### src/rtl/load_store_unit_if.sv
// Request/response and data-memory signals of the load/store unit.
// slave = the load/store unit; master = requester plus memory.
interface load_store_unit_if;
   logic        req;
   logic        we;
   logic [1:0]  size;
   logic        uns;
   logic [31:0] addr;
   logic [31:0] wdata;
   logic        ready;
   logic        done;
   logic        err;
   logic [31:0] rdata;
   logic [31:0] mem_addr;
   logic [31:0] mem_wdata;
   logic        mem_read;
   logic        mem_write;
   logic [31:0] mem_rdata;

   modport slave (
      input  req, we, size, uns, addr, wdata, mem_rdata,
      output ready, done, err, rdata, mem_addr, mem_wdata, mem_read, mem_write
   );

   modport master (
      output req, we, size, uns, addr, wdata, mem_rdata,
      input  ready, done, err, rdata, mem_addr, mem_wdata, mem_read, mem_write
   );
endinterface

### src/rtl/load_store_unit.sv
// Sub-word load/store controller in front of a word-wide data memory:
// read-modify-write for byte/half stores, sign/zero-extended loads, access checks.
module load_store_unit #(
   parameter int MEM_WORDS = 32
) (
   input  logic               clk,
   input  logic               rst,
   load_store_unit_if.slave   bus
);

   typedef enum logic [1:0] {IDLE, RD, WR, RESP} state_t;

   state_t      state, state_nx;
   logic [31:0] addr_q;
   logic [1:0]  size_q;
   logic        we_q;
   logic        uns_q;
   logic [31:0] wdata_q;
   logic        err_q;
   logic [31:0] word_q;

   logic        accept;
   logic        bad;
   logic [4:0]  sh;
   logic [31:0] mask;
   logic [31:0] shifted;
   logic [31:0] ext;
   logic [31:0] merged;

   assign accept = bus.req && (state == IDLE);

   always_comb begin
      bad = 1'b0;
      if (bus.size == 2'b11)                              bad = 1'b1;
      if ((bus.size == 2'b01) && bus.addr[0])             bad = 1'b1;
      if ((bus.size == 2'b10) && (bus.addr[1:0] != 2'b00)) bad = 1'b1;
      if ({2'b00, bus.addr[31:2]} >= 32'(MEM_WORDS))      bad = 1'b1;
   end

   always_ff @(posedge clk or negedge rst) begin
      if (!rst) state <= IDLE;
      else      state <= state_nx;
   end

   always_comb begin
      state_nx = state;
      case (state)
         IDLE: if (accept) begin
            if (bad)                                state_nx = RESP;
            else if (!bus.we || bus.size != 2'b10)  state_nx = RD;
            else                                    state_nx = WR;
         end
         RD:      state_nx = we_q ? WR : RESP;
         WR:      state_nx = RESP;
         default: state_nx = IDLE;
      endcase
   end

   always_ff @(posedge clk or negedge rst) begin
      if (!rst) begin
         addr_q  <= '0;
         size_q  <= '0;
         we_q    <= 1'b0;
         uns_q   <= 1'b0;
         wdata_q <= '0;
         err_q   <= 1'b0;
         word_q  <= '0;
      end else begin
         if (accept) begin
            addr_q  <= bus.addr;
            size_q  <= bus.size;
            we_q    <= bus.we;
            uns_q   <= bus.uns;
            wdata_q <= bus.wdata;
            err_q   <= bad;
         end
         if (state == RD) word_q <= bus.mem_rdata;
      end
   end

   // Lane shift is shared by load extraction and store merge.
   always_comb begin
      sh      = (size_q == 2'b01) ? {addr_q[1], 4'b0000} : {addr_q[1:0], 3'b000};
      mask    = (size_q == 2'b00) ? 32'h0000_00FF : 32'h0000_FFFF;
      shifted = word_q >> sh;
      case (size_q)
         2'b00:   ext = uns_q ? {24'h0, shifted[7:0]}  : {{24{shifted[7]}}, shifted[7:0]};
         2'b01:   ext = uns_q ? {16'h0, shifted[15:0]} : {{16{shifted[15]}}, shifted[15:0]};
         default: ext = word_q;
      endcase
      if (size_q == 2'b10) merged = wdata_q;
      else                 merged = (word_q & ~(mask << sh)) | ((wdata_q & mask) << sh);
   end

   always_comb begin
      bus.ready     = (state == IDLE) && rst;
      bus.done      = (state == RESP);
      bus.err       = (state == RESP) && err_q;
      bus.rdata     = ((state == RESP) && !we_q && !err_q) ? ext : '0;
      bus.mem_read  = (state == RD);
      bus.mem_write = (state == WR);
      bus.mem_addr  = ((state == RD) || (state == WR)) ? {addr_q[31:2], 2'b00} : '0;
      bus.mem_wdata = (state == WR) ? merged : '0;
   end

endmodule

### src/flat_wrapper.sv
// flat-port wrapper written by rule: the top's interface ports become plain ports
module load_store_unit_flat 
#(
   parameter int MEM_WORDS = 32
)
  (clk, rst, bus_req, bus_we, bus_size, bus_uns, bus_addr, bus_wdata, bus_mem_rdata, bus_ready, bus_done, bus_err, bus_rdata, bus_mem_addr, bus_mem_wdata, bus_mem_read, bus_mem_write);
  load_store_unit_if bus_i ();
  input  logic clk;
  input  logic rst;
  input wire logic [$bits(bus_i.req)-1:0] bus_req;
  input wire logic [$bits(bus_i.we)-1:0] bus_we;
  input wire logic [$bits(bus_i.size)-1:0] bus_size;
  input wire logic [$bits(bus_i.uns)-1:0] bus_uns;
  input wire logic [$bits(bus_i.addr)-1:0] bus_addr;
  input wire logic [$bits(bus_i.wdata)-1:0] bus_wdata;
  input wire logic [$bits(bus_i.mem_rdata)-1:0] bus_mem_rdata;
  output wire logic [$bits(bus_i.ready)-1:0] bus_ready;
  output wire logic [$bits(bus_i.done)-1:0] bus_done;
  output wire logic [$bits(bus_i.err)-1:0] bus_err;
  output wire logic [$bits(bus_i.rdata)-1:0] bus_rdata;
  output wire logic [$bits(bus_i.mem_addr)-1:0] bus_mem_addr;
  output wire logic [$bits(bus_i.mem_wdata)-1:0] bus_mem_wdata;
  output wire logic [$bits(bus_i.mem_read)-1:0] bus_mem_read;
  output wire logic [$bits(bus_i.mem_write)-1:0] bus_mem_write;
  assign bus_i.req = bus_req;
  assign bus_i.we = bus_we;
  assign bus_i.size = bus_size;
  assign bus_i.uns = bus_uns;
  assign bus_i.addr = bus_addr;
  assign bus_i.wdata = bus_wdata;
  assign bus_i.mem_rdata = bus_mem_rdata;
  assign bus_ready = bus_i.ready;
  assign bus_done = bus_i.done;
  assign bus_err = bus_i.err;
  assign bus_rdata = bus_i.rdata;
  assign bus_mem_addr = bus_i.mem_addr;
  assign bus_mem_wdata = bus_i.mem_wdata;
  assign bus_mem_read = bus_i.mem_read;
  assign bus_mem_write = bus_i.mem_write;
  load_store_unit #(.MEM_WORDS(MEM_WORDS)) u_core (.clk(clk), .rst(rst), .bus(bus_i));
endmodule
### config.mk
export PLATFORM = sky130hd
export DESIGN_NAME = load_store_unit_flat
export DESIGN_NICKNAME = d
export VERILOG_FILES = /design/src/rtl/load_store_unit_if.sv /design/src/rtl/load_store_unit.sv /design/src/flat_wrapper.sv
export SDC_FILE = /design/constraint.sdc
export NUM_CORES = 1
export LEC_CHECK = 0
export BUFFER_PORTS_ARGS = -buffer_cell sky130_fd_sc_hd__clkbuf_2
export CAP_MARGIN = 20
export CORE_MARGIN = 5
export CORE_UTILIZATION = 53
export CTS_BUF_LIST = sky130_fd_sc_hd__clkbuf_8
export DETAILED_ROUTE_END_ITERATION = 7
export PLACE_DENSITY = 0.85
export SYNTH_ARGS = -nofsm -noshare
export SYNTH_HDL_FRONTEND = slang
export SYNTH_SLANG_ARGS = --single-unit
### constraint.sdc
create_clock -name clk -period 2.55 [get_ports clk]
set_input_delay 0 -clock clk [delete_from_list [all_inputs] [get_ports clk]]
set_output_delay 0 -clock clk [all_outputs]
set_load 0.005 [all_outputs]
=== Yosys cells after proc, flatten, opt, wreduce, memory -nomap -nowiden ===
Index checks and enable logic that the tools add are counted.

* Flip-flop bits (word level): 103
* Input bits: 103
* Output and inout port bits: 101
* Logic and storage cells: 59

* Order comparisons: 1
* Equal/unequal tests: 10
* Shift operators: 3
* Muxes and demuxes: 18
* Bitwise gates (word level): 4
* Reduce and logical (&&, ||, !) cells: 15

{| class="wikitable"
|+ Operators by type and width
! kind !! count
|-
| $mux W32 || 6
|-
| $and A32 B32 Y32 || 2
|-
| $pmux W32 S2 || 1
|-
| $not A32 Y32 || 1
|-
| $or A32 B32 Y32 || 1
|-
| $shl A16 B5 Y32 || 1
|-
| $shl A32 B5 Y32 || 1
|-
| $shr A32 B5 Y16 || 1
|-
| $ge A30 B6 Y1 const B || 1
|-
| $mux W16 || 1
|-
| $eq A2 B2 Y1 const B || 5
|-
| $logic_and A1 B1 Y1 || 7
|-
| $eq A2 B1 Y1 const B || 3
|-
| $mux W2 || 3
|-
| $pmux W2 S3 || 1
|-
| $mux W1 || 5
|-
| $logic_not A2 Y1 || 2
|-
| $mux W4 || 1
|-
| $logic_not A1 Y1 || 3
|-
| $logic_or A1 B1 Y1 || 2
|-
| $ne A2 B1 Y1 const B || 1
|-
| $ne A2 B2 Y1 const B || 1
|-
| $reduce_bool A2 Y1 || 1
|}

=== Longest topological paths before layout ===
* Depth after elaboration: 8
* Depth in mapped cells: 8
* Mapped depth without buffers: 5

=== Worst setup path before layout ===
No wires, ideal clock.

* Kind: register -> register
* Start: register u_core.state[1]
* End: register u_core.wdata_q[16]
* Library setup time: 0.125 ns
* Arrival time: 1.710 ns
* Data required time: 2.425 ns
* Setup slack: 0.715 ns
* Cell stages (with the launch flop): 8
* Buffers on the path: 3
* Period minus slack after synthesis: 1.835 ns
* Path through: dfrtp_1 > inv_1 > ha_1 > clkbuf_1 > and2_1 > clkbuf_1 > buf_2 > mux2_2

* Longest elaborated chain between the ends: 2

{| class="wikitable"
|+ Ends and longest elaborated chain
! item !! RTL line !! RTL
|-
| start, declared || load_store_unit.sv:13 || <nowiki>state_t state, state_nx;</nowiki>
|-
| start signal, assigned || load_store_unit.sv:42 || <nowiki>else state <= state_nx;</nowiki>
|-
| $logic_not A2 Y1 || load_store_unit.sv:30 || <nowiki>assign accept = bus.req && (state == IDLE);</nowiki>
|-
| $logic_and A1 B1 Y1 || load_store_unit.sv:30 ||
|-
| end signal, assigned || load_store_unit.sv:74 || <nowiki>wdata_q <= bus.wdata;</nowiki>
|-
| end, declared || load_store_unit.sv:18 || <nowiki>logic [31:0] wdata_q;</nowiki>
|}

Every way passes these cells.
A chain may end at the register's enable or synchronous reset.

=== Worst setup path after layout ===
* Start: register u_core.size_q[1]
* End: output bus_mem_wdata[0]

* Longest elaborated chain between the ends: 8
* Elaborated cells on any way between the ends: 13
* Classes of those cells: eq/ne: 2; shift: 2; mux: 4; bitwise: 4; reduce/logical: 1

{| class="wikitable"
|+ Ends and longest elaborated chain
! item !! RTL line !! RTL
|-
| start, declared || load_store_unit.sv:15 || <nowiki>logic [1:0] size_q;</nowiki>
|-
| start signal, assigned || load_store_unit.sv:71 || <nowiki>size_q <= bus.size;</nowiki>
|-
| $eq A2 B1 Y1 / $logic_not A2 Y1 (equally long branches) || load_store_unit.sv:83, load_store_unit.sv:84 ||
|-
| $mux W4 / $mux W16 (equally long branches) || load_store_unit.sv:83, load_store_unit.sv:84 ||
|-
| $shl A16 B5 Y32 || load_store_unit.sv:92 || <nowiki>else merged = (word_q & ~(mask << sh)) | ((wdata_q & mask) << sh);</nowiki>
|-
| $not A32 Y32 || load_store_unit.sv:92 ||
|-
| $and A32 B32 Y32 || load_store_unit.sv:92 ||
|-
| $or A32 B32 Y32 || load_store_unit.sv:92 ||
|-
| $mux W32 (*) || load_store_unit.sv:91 || <nowiki>if (size_q == 2'b10) merged = wdata_q;</nowiki>
|-
| $mux W32 (*) || load_store_unit.sv:103 || <nowiki>bus.mem_wdata = (state == WR) ? merged : '0;</nowiki>
|-
| end, declared || flat_wrapper.sv:22 || <nowiki>output wire logic [$bits(bus_i.mem_wdata)-1:0] bus_mem_wdata;</nowiki>
|}

Mark *: on every way between the ends. The rest lies on a longest branch, timed or not.

==> results.sh <==
export IMPL_syn_inst=633
export IMPL_synthArstFlopShare_pct=100.0
export IMPL_end_kind="output port"
export IMPL_initial_core_util_pct=54.73
export IMPL_skew_ns=0.007710
export IMPL_synthTopCellsByCount="dfrtp_1, nand2_1, o21ai_0"
export IMPL_h_tree_depth=3
export IMPL_r2r_start="u_core.state[1]$_DFFE_PN0P_"
export IMPL_finalSetupViolCount=0
export IMPL_wl_per_cell_um=20.36
export IMPL_hold_violations=0
export IMPL_grt_overflow=0
export IMPL_drc=0
export IMPL_rows=38
export IMPL_track_usage_pct=32.29
export IMPL_grt_antenna_before_repair=0
export IMPL_maxSlewViolCount=0
export IMPL_vias=6287
export IMPL_die_h_um=116.5
export IMPL_grt_pass1_wl_mm=33.60
export IMPL_synth_top_family_by_area="compound AO/OA/AOI/OAI gates"
export IMPL_ios=204
export IMPL_seq_area_frac_synth_pct=42.88
export IMPL_critPathLaunch="u_core.size_q[1]$_DFFE_PN0P_"
export IMPL_final_cells=1062
export IMPL_synth_area_leaders="dfrtp_1, mux2_2, o21ai_0, nand2_1, and2_1"
export IMPL_worstHoldPathCells=3
export IMPL_hold_path_endpoint="u_core.size_q[0]$_DFFE_PN0P_"
export IMPL_setup_slack_ns=0.04712
export IMPL_synth_compound_area_share_pct=19.28
export IMPL_fin_nets=1022
export IMPL_layout_drive_gt1_share_pct=36.09
export IMPL_cts_buffers=9
export IMPL_clock_latency_ns=0.40
export IMPL_core_um2=10980
export IMPL_rr_worst_depth=5
export IMPL_synth_top_area_share_pct=42.88
export IMPL_power_density_nw_per_um2=1186
export IMPL_rsz0062_at_grt="yes"
export IMPL_min_from="bus_req"
export IMPL_clockBufferDepth=2
export IMPL_numClockSinks=103
export IMPL_path_clk_slew_ns=0.10
export IMPL_netSwitchingFraction_pct=44.54
export IMPL_drtIter0Drc=546
export IMPL_place_hpwl_mm=14.88
export IMPL_syn_area_um2=6011
export IMPL_synth_main_ff_cell="dfrtp_1"
export IMPL_hp_class="primary input to flip-flop"
export IMPL_p_switching_uw=4441
export IMPL_pwr_share_clk_pct=12.3
export IMPL_pwr_share_seq_pct=33.5
export IMPL_max_freq_ghz=0.3995
export IMPL_r2r_end="u_core.wdata_q[5]$_DFFE_PN0P_"
export IMPL_critPathKind="flip-flop to output port"
export IMPL_combPwrFrac_pct=54.2
export IMPL_yosys_warnings=0
export IMPL_synth_most_common_cell="dfrtp_1"
export IMPL_ys_ff_latch=103
export IMPL_slew_limit_headroom_pct=47.73
export IMPL_ant_nets=0
export IMPL_dp_slack_ns=0.3716
export IMPL_arrival_ns=2.50
export IMPL_cts_root_buf="clkbuf_8"
export IMPL_die_width_um=116.5
export IMPL_grt_pass1_vias=6446
export IMPL_layout_min_cycle_time_ns=2.503
export IMPL_drt_first_pass_iters=5
export IMPL_cts_tree="done"
export IMPL_wirelength_mm=21.62
export IMPL_finalPower_uw=9971
export IMPL_synth_top_area_cell="dfrtp_1"
export IMPL_drv_cap=0
export IMPL_avgSynthCellArea_um2=9.496
export IMPL_peakVddDrop_v=0.0007338
export IMPL_synth_edf_count=0
export IMPL_status="finished, final reports clean"
export IMPL_viasPerCell=5.920
export IMPL_post_route_period_util_pct=98.15
export IMPL_p_int_uw=5530
export IMPL_synthXorXnorAreaFrac_pct=0
export IMPL_synth_fa_ha_area_share_pct=0.8326
export IMPL_dieArea_um2=13570
export IMPL_start_kind="flip-flop"
export IMPL_crit_fanout=22
export IMPL_tightest_slew_ns=0.7841
export IMPL_crit_required_ns=2.55
export IMPL_p_leak_uw=0.003962
export IMPL_synth_mux_area_share_pct=16.69
export IMPL_reg2reg_slack_ns=0.67
export IMPL_placed_cells=943
export IMPL_yosys_area_share_simple_pct=14.97
export IMPL_area_delta_synth_final_pct=39.82
export IMPL_place_gp_congestion=0.9155
export IMPL_port_buffers=201
export IMPL_grt_start_max_net_pins=50
export IMPL_synthDistinctLibCells=48
cell type report:
cell class                 count  area (µm²)
multi-input combinational    454        3133
sequential                   103        2580
fill                         729        2579
timing repair buffer         318        2165
tap                          140       175.2
clock buffer                   9       123.9
clock inverter                 7       113.9
inverter                      29       108.9
antenna                        2       5.005
routing by layer:
| metal | track usage (%) | wire [µm] |
|---|---|---|
| met1 | 38.45 | 7973 |
| met3 | 7.565 | 1977 |
| met4 | 16.71 | 1109 |
| met5 | 0 | 0 |
| met2 | 54.50 | 10560 |
power by group through the flow:
stage	clock, µW	combinational [µW]	sequential, µW
floorplan	0	3530	2890
global route	1300	5860	3410
global placement	0	4940	3250
CTS	1250	5260	3260
detailed placement	0	5100	3300
finish	1220	5410	3340
logic make-up after synthesis:
| family | after synthesis |
|---|---|
| buf+inv | 77 |
| simple gates | 175 |
| other cells | 1 |
| fa+ha+maj | 4 |
| compound gates | 183 |
| mux | 90 |
| flops | 103 |
critical path, cell delays in order (launching register included):
cell and delay, ns:
dfrtp_2 0.51, buf_4 0.25, nand2b_1 0.23, a21oi_1 0.53, o21ai_0 0.19, a21boi_0 0.23
clkbuf_2 0.15
timing repair:
action                                  in CTS  in global routing
gates resized for setup                      1                  6
setup buffers                                0                  0
pin swaps                                    0                  1
hold buffers                               101                  0
endpoints found under the setup margin      16                 43
endpoints found under the hold margin      129                  0
gates cloned                                 0                  0
sequential cells by signal, indices dropped and copies added (netlist names):
signal          flops
u_core.uns_q        1
u_core.we_q         1
u_core.wdata_q     32
u_core.state        2
u_core.word_q      32
u_core.err_q        1
u_core.size_q       2
u_core.addr_q      32
worst max path at each step:
stage,slack (ns),to
2_1_floorplan,0.72,u_core.wdata_q[16]$_DFFE_PN0P_
3_3_place_gp,0.40,bus_rdata[31]
3_5_place_dp,0.37,bus_rdata[31]
4_1_cts,0.004,bus_rdata[4]
5_1_grt,-0.04,bus_mem_wdata[7]
6_report,0.05,bus_mem_wdata[0]
placed cells by master (no fill, tap or decap), types with 3 or more instances in the layout:
master         synthesis  layout
o221ai_1               6       6
nor4_1                 4       4
nor2_1                 5       5
clkbuf_2               0     200
a21boi_0               8       8
nand2_1               84      84
mux2i_1                8       8
a21oi_1               31      31
dlygate4sd3_1          0     101
and2_1                33      32
dfrtp_1              103     101
a221oi_1              14      14
ha_1                   4       3
o21a_1                 8       8
a22oi_1                9       9
o21ai_0               84      84
and3b_1                8       8
nor3_1                 3       3
a2bb2oi_1              8       8
nand3_1               18      18
buf_4                  3      15
nand2b_1               6       6
clkbuf_8               0       9
inv_1                 29      29
mux2_2                82      82
through the flow:
step | hold slack, ns | utilization, % | cell area [µm²] | setup TNS, ns
2_1_floorplan | -0.2956 | - | 6015 | 0
3_3_place_gp | -0.04760 | 64.97 | 7136 | 0
3_5_place_dp | -0.04260 | 64.97 | 7136 | 0
4_1_cts | 0.004783 | 76.38 | 8389 | 0
5_1_grt | 0.05003 | 76.48 | 8399 | -0.3424
6_report | 0.02791 | 76.52 | 8404 | 0
Note: power is estimated with default switching activity, not from simulation.
